===== src/rtl/dmem_arbiter.sv =====
// Fixed-priority two-port arbiter in front of the single-port data memory.
// Port 0 wins by default; a wait counter forces a port-1 grant after STARVE_LIM lost cycles.
module dmem_arbiter #(
    parameter int ADDR_W     = 32,
    parameter int DATA_W     = 32,
    parameter int STARVE_LIM = 4
) (
    input  logic              clk,
    input  logic              rst,
    input  logic              m0_req,
    input  logic              m0_we,
    input  logic [ADDR_W-1:0] m0_addr,
    input  logic [DATA_W-1:0] m0_wdata,
    output logic              m0_gnt,
    output logic              m0_rvalid,
    output logic [DATA_W-1:0] m0_rdata,
    output logic              m0_err,
    input  logic              m1_req,
    input  logic              m1_we,
    input  logic [ADDR_W-1:0] m1_addr,
    input  logic [DATA_W-1:0] m1_wdata,
    output logic              m1_gnt,
    output logic              m1_rvalid,
    output logic [DATA_W-1:0] m1_rdata,
    output logic              m1_err,
    output logic              mem_en,
    output logic              mem_we,
    output logic [ADDR_W-1:0] mem_addr,
    output logic [DATA_W-1:0] mem_wdata,
    input  logic [DATA_W-1:0] mem_rdata
);

    localparam logic [3:0] LIM = 4'(STARVE_LIM);

    typedef enum logic [1:0] {
        GRANT_NONE,
        GRANT_M0,
        GRANT_M1
    } grant_e;

    grant_e            sel;
    logic              g_we;
    logic [ADDR_W-1:0] g_addr;
    logic [DATA_W-1:0] g_wdata;
    logic              misaligned;
    logic              any_gnt;

    logic              rd_pend;
    logic              rd_owner;
    logic              rd_err;
    logic [3:0]        wait_cnt;

    // Grants are gated by reset so nothing leaks out while the block is held.
    always_comb begin
        // NOTE: every always_comb output gets a default first so no path infers a latch.
        sel = GRANT_NONE;
        if (rst) begin
            if (m1_req && wait_cnt == LIM) sel = GRANT_M1;
            else if (m0_req)               sel = GRANT_M0;
            else if (m1_req)               sel = GRANT_M1;
        end
    end

    always_comb begin
        g_we    = 1'b0;
        g_addr  = '0;
        g_wdata = '0;
        case (sel)
            GRANT_M0: begin
                g_we    = m0_we;
                g_addr  = m0_addr;
                g_wdata = m0_wdata;
            end
            GRANT_M1: begin
                g_we    = m1_we;
                g_addr  = m1_addr;
                g_wdata = m1_wdata;
            end
            default: ;
        endcase
    end

    assign m0_gnt     = (sel == GRANT_M0);
    assign m1_gnt     = (sel == GRANT_M1);
    assign any_gnt    = (sel != GRANT_NONE);
    assign misaligned = any_gnt && (g_addr[1:0] != 2'b00);

    // Misaligned accesses are accepted but never reach memory.
    assign mem_en    = any_gnt && !misaligned;
    assign mem_we    = g_we;
    assign mem_addr  = g_addr;
    assign mem_wdata = g_wdata;

    always_ff @(posedge clk or negedge rst) begin
        if (!rst) begin
            rd_pend  <= 1'b0;
            rd_owner <= 1'b0;
            rd_err   <= 1'b0;
        end else if (any_gnt && (!g_we || misaligned)) begin
            // NOTE: sequential state uses non-blocking assignments so all registers update together.
            rd_pend  <= 1'b1;
            rd_owner <= m1_gnt;
            rd_err   <= misaligned;
        end else begin
            rd_pend  <= 1'b0;
        end
    end

    always_ff @(posedge clk or negedge rst) begin
        if (!rst) begin
            wait_cnt <= '0;
        end else if (!m1_req || m1_gnt) begin
            wait_cnt <= '0;
        end else if (wait_cnt != LIM) begin
            wait_cnt <= wait_cnt + 4'd1;
        end
    end

    assign m0_rvalid = rd_pend && !rd_owner;
    assign m1_rvalid = rd_pend &&  rd_owner;
    assign m0_err    = m0_rvalid && rd_err;
    assign m1_err    = m1_rvalid && rd_err;
    assign m0_rdata  = (m0_rvalid && !rd_err) ? mem_rdata : '0;
    assign m1_rdata  = (m1_rvalid && !rd_err) ? mem_rdata : '0;

endmodule

===== config.mk =====
export PLATFORM = sky130hd
export DESIGN_NAME = dmem_arbiter
export DESIGN_NICKNAME = d
export VERILOG_FILES = /design/src/rtl/dmem_arbiter.sv
export SDC_FILE = /design/constraint.sdc
export NUM_CORES = 1
export LEC_CHECK = 0
export CAP_MARGIN = 40
export CORE_AREA = 8 8 111 113
export DETAILED_ROUTE_END_ITERATION = 12
export DIE_AREA = 0 0 119 121
export DONT_BUFFER_PORTS = 1
export PLACE_DENSITY = 0.36
export SLEW_MARGIN = 20
export SYNTH_ARGS = -nofsm -noshare
export SYNTH_HDL_FRONTEND = slang
export SYNTH_SLANG_ARGS = --single-unit

===== constraint.sdc =====
create_clock -name clk -period 2.2 [get_ports clk]
set_input_delay 0.11 -clock clk [delete_from_list [all_inputs] [get_ports clk]]
set_output_delay 0.11 -clock clk [all_outputs]
set_load 0.005 [all_outputs]

## After elaboration in Yosys (flattened, before gate mapping)

Index checks and enable logic that the tools add are counted.

- Register bits after elaboration: 7
- Input bits: 166
- Output and inout port bits: 136
- Logic and storage cells: 41

- Mux-type cells: 12
- $add $sub $neg: 1
- Reduce and logical (&&, ||, !) cells: 20
- Equality and inequality tests: 4

Operators with widths:

| operator | count |
|---|---|
| 32-bit one-hot mux with 2 select lines | 2 |
| 32-bit 2-to-1 mux | 2 |
| 1-bit logical AND | 10 |
| 2-bit 2-to-1 mux | 4 |
| 4-bit 2-to-1 mux | 2 |
| 2-bit nonzero test | 3 |
| 1-bit zero test | 5 |
| 4-bit by 1-bit adder with 4-bit output (second input constant) | 1 |
| 4-bit by 3-bit == test with 1-bit output (second input constant) | 1 |
| 4-bit by 3-bit inequality test with 1-bit output (second input constant) | 1 |
| 2-bit by 1-bit == test with 1-bit output (second input constant) | 1 |
| 2-bit == test (second input constant) | 1 |
| 1-bit logical OR | 2 |
| 1-bit one-hot mux with 2 select lines | 1 |
| 1-bit 2-to-1 mux | 1 |

## Depth between registers and ports, before layout

Gate-level depths: netlist (run 1).

- Depth in word-level cells: 11
- Gate-level depth with buffers: 11
- Gate-level depth less buffers: 9

## Worst setup path after synthesis (run 1)

No wires, ideal clock.

- Kind: register to register
- From: register wait_cnt[0]
- To: register rd_owner
- Path slack: -144 ps
- Period minus slack after synthesis: 2,344 ps
- Data arrival time: 2,216 ps
- Buffers on the path: 1
- Stages on the path, launching flop included: 11
- Library setup time: 128 ps
- Required time: 2,072 ps
- Path through: dfrtp_1 > inv_1 > ha_1 > and3b_1 > clkbuf_1 > nand2b_1 > and3_1 > ha_1 > a22o_1 > a41oi_2 > mux2_1

- Word-level cells in the longest chain between the ends: 10
- Elaborated cells between the ends (all ways): 14
- Those cells by class: eq/ne (3); mux (4); reduce/logical (7)

RTL lines:

| item | line | source |
|---|---|---|
| start, declared | 51 | `logic [3:0] wait_cnt;` |
| start signal, assigned | 115 | `wait_cnt <= wait_cnt + 4'd1;` |
| 4-bit by 3-bit == test with 1-bit output * | 58 | `if (m1_req && wait_cnt == LIM) sel = GRANT_M1;` |
| 1-bit logical AND * | 58 |  |
| 2-bit 2-to-1 mux * | 58 |  |
| 2-bit 2-to-1 mux * | 57 | `if (rst) begin` |
| 2-bit == test * | 84 | `assign m1_gnt = (sel == GRANT_M1);` |
| net m1_gnt | 22 | `output logic m1_gnt,` |
| 32-bit one-hot mux with 2 select lines | 68 | `case (sel)` |
| 2-bit nonzero test | 86 | `assign misaligned = any_gnt && (g_addr[1:0] != 2'b00);` |
| 1-bit logical AND | 86 |  |
| 1-bit logical OR | 99 | `end else if (any_gnt && (!g_we \|\| misaligned)) begin` |
| 1-bit logical AND | 99 |  |
| end signal, assigned | 102 | `rd_owner <= m1_gnt;` |
| end, declared | 49 | `logic rd_owner;` |

Mark *: on every way through the listed nets, which the timed path passes. The rest lies on a longest branch.
A chain may end at the register's enable or synchronous reset.

## Worst setup path after layout (run 1)

- From: register wait_cnt[0]
- To: output port mem_addr[30]

- Word-level cells in the longest chain between the ends: 6
- Elaborated cells between the ends (all ways): 7
- Those cells by class: eq/ne (3); mux (3); reduce/logical (1)

RTL lines:

| item | line | source |
|---|---|---|
| 4-bit by 3-bit == test with 1-bit output * | 58 |  |
| 1-bit logical AND * | 58 |  |
| 2-bit 2-to-1 mux * | 58 |  |
| 2-bit 2-to-1 mux * | 57 |  |
| 2-bit == test / 2-bit by 1-bit == test with 1-bit output (equally long branches) | 68 |  |
| 32-bit one-hot mux with 2 select lines * | 68 |  |
| end, declared | 28 | `output logic [ADDR_W-1:0] mem_addr,` |

Every way passes the cells marked *; elsewhere a longest branch is shown, timed or not.

==> flow_metrics.py, run 1 <==
metrics = {
    "clocking": {
        "cts_num_sinks": 7,
        "tritoncts": "built",
        "clkLatencyLatePin_ns": 0.23,
        "cts_max_level": 1,
        "clockBufferDepth": 2,
        "path_clk_slew_ns": 0.04,
        "cts_buffers": 3,
        "cts_root_buf": "clkbuf_8",
    },
    "setup_path": {
        "r2r_slack_ns": -0.08,
        "rr_worst_depth": 10,
        "critPathTopFamily": "simple AND/OR/NAND/NOR gates",
        "path_buf_inv": 3,
        "arrival_ns": 2.18,
        "reg2reg_to": "rd_owner",
        "r2r_start": "wait_cnt[0]",
        "worstSetupPathType": "flip-flop to output pin",
        "slowest_stage": "dfrtp_1",
        "critical_path_peak_fanout": 10,
        "crit_top_cell": "ha_4",
        "slowest_delay_ns": 0.39,
        "required_ns": 2.09,
        "cp-end-kind": "output pin",
        "cp-start-kind": "flip-flop",
        "worstPathCellList": "inv_2 > ha_4 > and3b_2 > nand2b_4 > and3_4 > ha_4 > buf_12 > buf_16 > a22oi_1 > nor2b_1",
    },
    "synthesis": {
        "syn_area_per_cell_um2": 6.89,
        "syn-num-nets": 447,
        "ys_types": 25,
        "synth.ff_latch_count": 7,
        "yosysSeqAreaShare_pct": 9.21,
        "netlist_instances": 276,
        "yosys_warnings": 0,
        "synth.cell_area_um2": 1900,
    },
    "global_route": {
        "grt_max_degree": 48,
        "overflow": 0,
        "grt_usage_pct": 13.3,
        "antenna_found_initial": 2,
        "grt_pass1_vias": 2416,
        "grt_pass1_wl_mm": 15.1,
    },
    "sta": {
        "finalWorstSetupSlack_ns": -0.0874,
        "worstMarginPinSlew_ns": 0.828,
        "rsz0062_at_grt": "yes",
        "final-hold-violation-count": 0,
        "hold_slack_ns": 0.0345,
        "final.min_clock_period_ns": 2.29,
        "fin_crit_sh_pct": 104,
        "drv_slew": 0,
        "setup_viol": 47,
        "slew_headroom_pct": 44.8,
        "finClkSkew_ns": 0.00317,
        "fin_tns_setup_ns": -1.81,
        "fmax_ghz": 0.437,
    },
    "pwr": {
        "p_int_mw": 0.529,
        "power_frac_comb_pct": 61.6,
        "pwr-share-seq_pct": 17.3,
        "power_density_nw_per_um2": 302,
        "ir_drop_mv": 0.201,
        "swShare_pct": 38.5,
        "p_sw_mw": 0.331,
        "pwr-share-clk_pct": 21.1,
        "p_leak_nw": 1.13,
    },
    "cells_and_area": {
        "syn2layout_area_growth_pct": 49.5,
        "antenna_cells": 0,
        "instances_no_fill": 424,
        "nets": 456,
        "final-seq-area_um2": 175,
        "multi_input_area_um2": 1930,
        "nFillCells": 1122,
        "drive_above_1_share_pct": 41.9,
        "finalInstanceArea_um2": 2840,
    },
    "route": {
        "drt_wl_total_mm": 11.5,
        "first_iter_violations": 140,
        "vias": 2364,
        "drc": 0,
        "drt_pass1_iterations": 4,
        "drtAntennaViolNets": 0,
        "wire_per_inst_um": 27.1,
        "routed_via_density": 5.58,
    },
    "min_path": {
        "hold_depth": 2,
        "worstHoldEndpoint": "wait_cnt[1]",
        "holdCritStartpoint": "m1_req",
        "hold_class": "primary input to flip-flop",
    },
    "place": {
        "gp_congestion": 0.754,
        "dpl.hpwl_mm": 9.15,
        "place_area_um2": 2200,
        "dp_cells": 404,
        "port_buffers": 0,
    },
    "floorplan": {
        "die_height_um": 121,
        "std_cell_rows": 38,
        "boundaryPins": 302,
        "die_w_um": 119,
        "initial_utilization_pct": 17.9,
        "core_um2": 10600,
        "die-area_um2": 14400,
    },
    "run_status": {
        "violations": "negative setup slack",
        "outcome": "finished, violations left",
    },
    "job": {
        "maxCapViolCount": 0,
    },
}
-- cell type report --
type | count | share of cell area (%)
Sequential cell | 7 | 6.16
Tap cell | 140 | 6.16
Inverter | 4 | 0.528
Clock buffer | 4 | 1.58
Multi-Input combinational cell | 230 | 67.9
Timing Repair Buffer | 39 | 17.7
-- cell usage in the layout (no fill, tap or decap), drive strengths merged, types with 3 or more instances in the layout --
master | Yosys | routed
nand2b | 3 | 3
nor2 | 5 | 5
clkbuf | 21 | 6
inv | 4 | 4
and2 | 3 | 3
and3 | 67 | 67
nand3 | 3 | 3
nor2b | 65 | 65
dfrtp | 7 | 7
buf | 14 | 36
a22oi | 64 | 64
ha | 5 | 5
-- cell usage after synthesis --
library cell  count  area (µm²)
a21boi_0          1        7.51
a21oi_1           1        5.00
buf_2            14        70.1
a41oi_2           1        16.3
a22oi_1          64         480
and3_1           67         419
nand2_1           1        3.75
nand3_1           3        15.0
nand2b_1          3        18.8
mux2i_1           2        20.0
clkbuf_1         21        78.8
a22o_1            1        8.76
nor2_1            5        18.8
a31oi_1           1        6.26
mux2_1            1        11.3
o2bb2ai_1         1        8.76
o21bai_1          1        7.51
dfrtp_1           7         175
inv_1             4        15.0
o21ai_0           2        10.0
xnor2_1           1        8.76
and3b_1           1        8.76
nor2b_1          65         407
ha_1              5        62.6
and2_1            3        18.8
-- state kept, by name, indices dropped and copies added, names as in the netlist --
register,cells
wait_cnt,4
rd_pend,1
rd_owner,1
rd_err,1
-- power groups by stage --
stage                     clock network, mW  logic, mW  registers [mW]
after floorplan                           0      0.298           0.149
after global placement                    0      0.406           0.150
after detailed placement                  0      0.409           0.150
after CTS                             0.191      0.499           0.149
after global routing                  0.198      0.573           0.151
final                                 0.181      0.530           0.149
-- cell families after synthesis --
family                     share of synthesized area [%]
DFF                                                 9.21
muxes                                               1.64
xor gates and xnor gates                           0.461
adders and majority gates                           3.29
buffers and inverters                               8.62
AOI/OAI and AO/OA                                   28.9
and+or+nand+nor                                     47.8
-- per-layer routing --
layer  vias to the layer above  wire [µm]  global-route usage, %
met5                         -          0                      0
met1                      1098       4130                   13.9
li1                       1029          -                      -
met2                       221       5970                   24.8
met3                        16       1160                   4.37
met4                         0        229                   4.27
-- timing repair --
action	4_1_cts	5_1_grt
hold endpoints to repair	7	0
resized for setup	50	39
setup endpoints to repair	67	69
gates cloned	5	2
setup buffers	6	4
hold buffers	1	0
pin swaps	5	7
-- through the flow --
step / total power, mW / worst slack, ns / utilization, %
floorplan: 0.447 / 0.00567 / -
global placement: 0.556 / 0.0688 / 20.8
detailed placement: 0.560 / 0.0117 / 20.8
CTS: 0.838 / -0.0858 / 25.0
global route: 0.921 / -0.178 / 26.8
finish: 0.860 / -0.0874 / 26.8
-- how the worst max path moves through the flow --
stage                        end  cells after the start  slack, ns        start
finish              mem_addr[30]                     10      -0.09  wait_cnt[0]
global route        mem_wdata[3]                     10      -0.18  wait_cnt[0]
CTS                  mem_addr[2]                     10      -0.09  wait_cnt[0]
detailed placement      rd_owner                      9       0.01  wait_cnt[0]
global placement        rd_owner                      9       0.07  wait_cnt[0]
floorplan               rd_owner                     10      0.006  wait_cnt[1]
No activity file was read; power rests on OpenSTA's default activity.
==> inputs of run 2 (changes only) <==
==> constraint.sdc (replaced) <==
create_clock -name clk -period 2.2 [get_ports clk]
set_input_delay 0.22 -clock clk [delete_from_list [all_inputs] [get_ports clk]]
set_output_delay 0.22 -clock clk [all_outputs]
set_load 0.005 [all_outputs]
==> flow_metrics.py, run 2 (synthesis results as in run 1) <==
metrics = {
    "run_status": {
        "outcome": "finished, violations left",
        "violations": "negative setup slack",
    },
    "sta": {
        "final-hold-violation-count": 0,
        "slew_headroom_pct": 74.2,
        "rsz0062_at_grt": "yes",
        "finClkSkew_ns": 0.00162,
        "fin_crit_sh_pct": 109,
        "drv_slew": 0,
        "finalWorstSetupSlack_ns": -0.194,
        "worstMarginPinSlew_ns": 0.387,
        "final.min_clock_period_ns": 2.39,
        "hold_slack_ns": 0.255,
        "setup_viol": 67,
        "fin_tns_setup_ns": -8.08,
        "fmax_ghz": 0.418,
    },
    "cells_and_area": {
        "layout_commonest_cell": "and3_1",
        "multi_input_area_um2": 2070,
        "largest_reg_flops": 4,
        "drive_above_1_share_pct": 56.8,
        "final-seq-area_um2": 175,
        "final_util_pct": 29.5,
        "antenna_cells": 0,
        "nFillCells": 1148,
        "nets": 466,
        "syn2layout_area_growth_pct": 64.7,
        "final_cell_mix": "and3_1, a22oi_2, nor2b_2, buf_4, a22oi_1",
        "regMostFlops": "wait_cnt",
    },
    "setup_path": {
        "cp-end-kind": "output pin",
        "r2r_start": "wait_cnt[0]",
        "required_ns": 1.98,
        "arrival_ns": 2.17,
        "r2r_slack_ns": -0.08,
        "reg2reg_to": "rd_owner",
        "cp-start-kind": "flip-flop",
        "worstSetupPathType": "flip-flop to output pin",
        "rr_worst_depth": 10,
        "critical_path_peak_fanout": 6,
    },
    "min_path": {
        "hold_class": "primary input to flip-flop",
        "holdCritStartpoint": "m1_req",
        "worstHoldEndpoint": "wait_cnt[2]",
        "hold_depth": 3,
    },
    "place": {
        "dpl.hpwl_mm": 8.52,
        "port_buffers": 0,
        "gp_congestion": 0.768,
    },
    "pwr": {
        "power_density_nw_per_um2": 299,
        "p_sw_mw": 0.346,
        "p_leak_nw": 1.24,
        "p_int_mw": 0.591,
        "pwr-share-clk_pct": 19.2,
        "ir_drop_mv": 0.195,
        "swShare_pct": 36.9,
        "power_mw": 0.937,
        "pwr-share-seq_pct": 15.9,
        "power_frac_comb_pct": 64.9,
    },
    "route": {
        "drt_wl_total_mm": 11.2,
        "wire_per_inst_um": 25.8,
        "routed_via_density": 5.45,
        "vias": 2367,
        "first_iter_violations": 82,
        "drtAntennaViolNets": 0,
        "drc": 0,
        "drt_pass1_iterations": 4,
    },
    "clocking": {
        "clkLatencyLatePin_ns": 0.23,
        "clockBufferDepth": 2,
        "cts_max_level": 1,
        "cts_buffers": 3,
        "tritoncts": "built",
        "cts_root_buf": "clkbuf_8",
        "path_clk_slew_ns": 0.04,
        "cts_num_sinks": 7,
    },
    "floorplan": {
        "std_cell_rows": 38,
        "boundaryPins": 302,
        "die_height_um": 121,
        "die_w_um": 119,
        "core_um2": 10600,
        "die-area_um2": 14400,
        "initial_utilization_pct": 17.9,
    },
    "global_route": {
        "grt_usage_pct": 13.2,
        "overflow": 0,
        "antenna_found_initial": 0,
        "grt_max_degree": 66,
        "grt_pass1_wl_mm": 15.4,
        "grt_pass1_vias": 2490,
    },
    "job": {
        "maxCapViolCount": 0,
    },
}
[run 2: critical path, stage by stage, from the launching register on]
cell	delay [ns]
dfrtp_1	0.36
inv_2	0.06
ha_4	0.15
and3b_2	0.22
nand2b_4	0.15
and3_4	0.15
ha_4	0.19
buf_12	0.15
buf_12	0.14
a22oi_2	0.18
nor2b_1	0.07
buf_4	0.14
[run 2: per-layer routing]
metal	track usage [%]	wire (µm)	vias up
li1	-	-	1049
met1	12.8	3700	1090
met2	25.1	5760	217
met3	6.14	1600	11
met4	2.85	159	0
met5	0	0	-
[run 2: stage by stage]
stage	cells	area, µm²	worst slack, ns
after detailed placement	408	2210	-0.0494
after global placement	408	2210	-0.0207
after floorplan	276	1940	0.00567
after global routing	434	3130	-0.277
final	434	3130	-0.194
after CTS	428	2950	-0.215
[run 2: timing repair]
item	in CTS	in global routing
pin swaps	7	5
hold buffers	1	0
cloned	7	1
endpoints found under the hold margin	7	0
buffers inserted	11	5
endpoints found under the setup margin	67	68
gates resized for setup	107	28
[run 2: power by group through the flow]
stage / sequential [mW] / clock, mW / combinational, mW
global route: 0.150 / 0.189 / 0.656
finish: 0.149 / 0.180 / 0.608
CTS: 0.148 / 0.183 / 0.569
global placement: 0.150 / 0 / 0.399
floorplan: 0.149 / 0 / 0.300
detailed placement: 0.151 / 0 / 0.404
[run 2: how the worst max path moves through the flow]
stage                          to         from  depth (start not counted)
floorplan                rd_owner  wait_cnt[1]                         10
global placement           mem_en  wait_cnt[0]                         10
detailed placement   mem_wdata[5]  wait_cnt[0]                         10
CTS                  mem_wdata[5]  wait_cnt[0]                         11
global route        mem_wdata[24]  wait_cnt[0]                         11
finish              mem_wdata[24]  wait_cnt[0]                         11
[run 2: final cells by class]
class | count | share of cell area, %
inverters | 4 | 0.479
repair buffers | 49 | 20.9
clock buffers | 4 | 1.44
flip-flops and latches | 7 | 5.59
multi-input cells | 230 | 66.0
well taps | 140 | 5.59
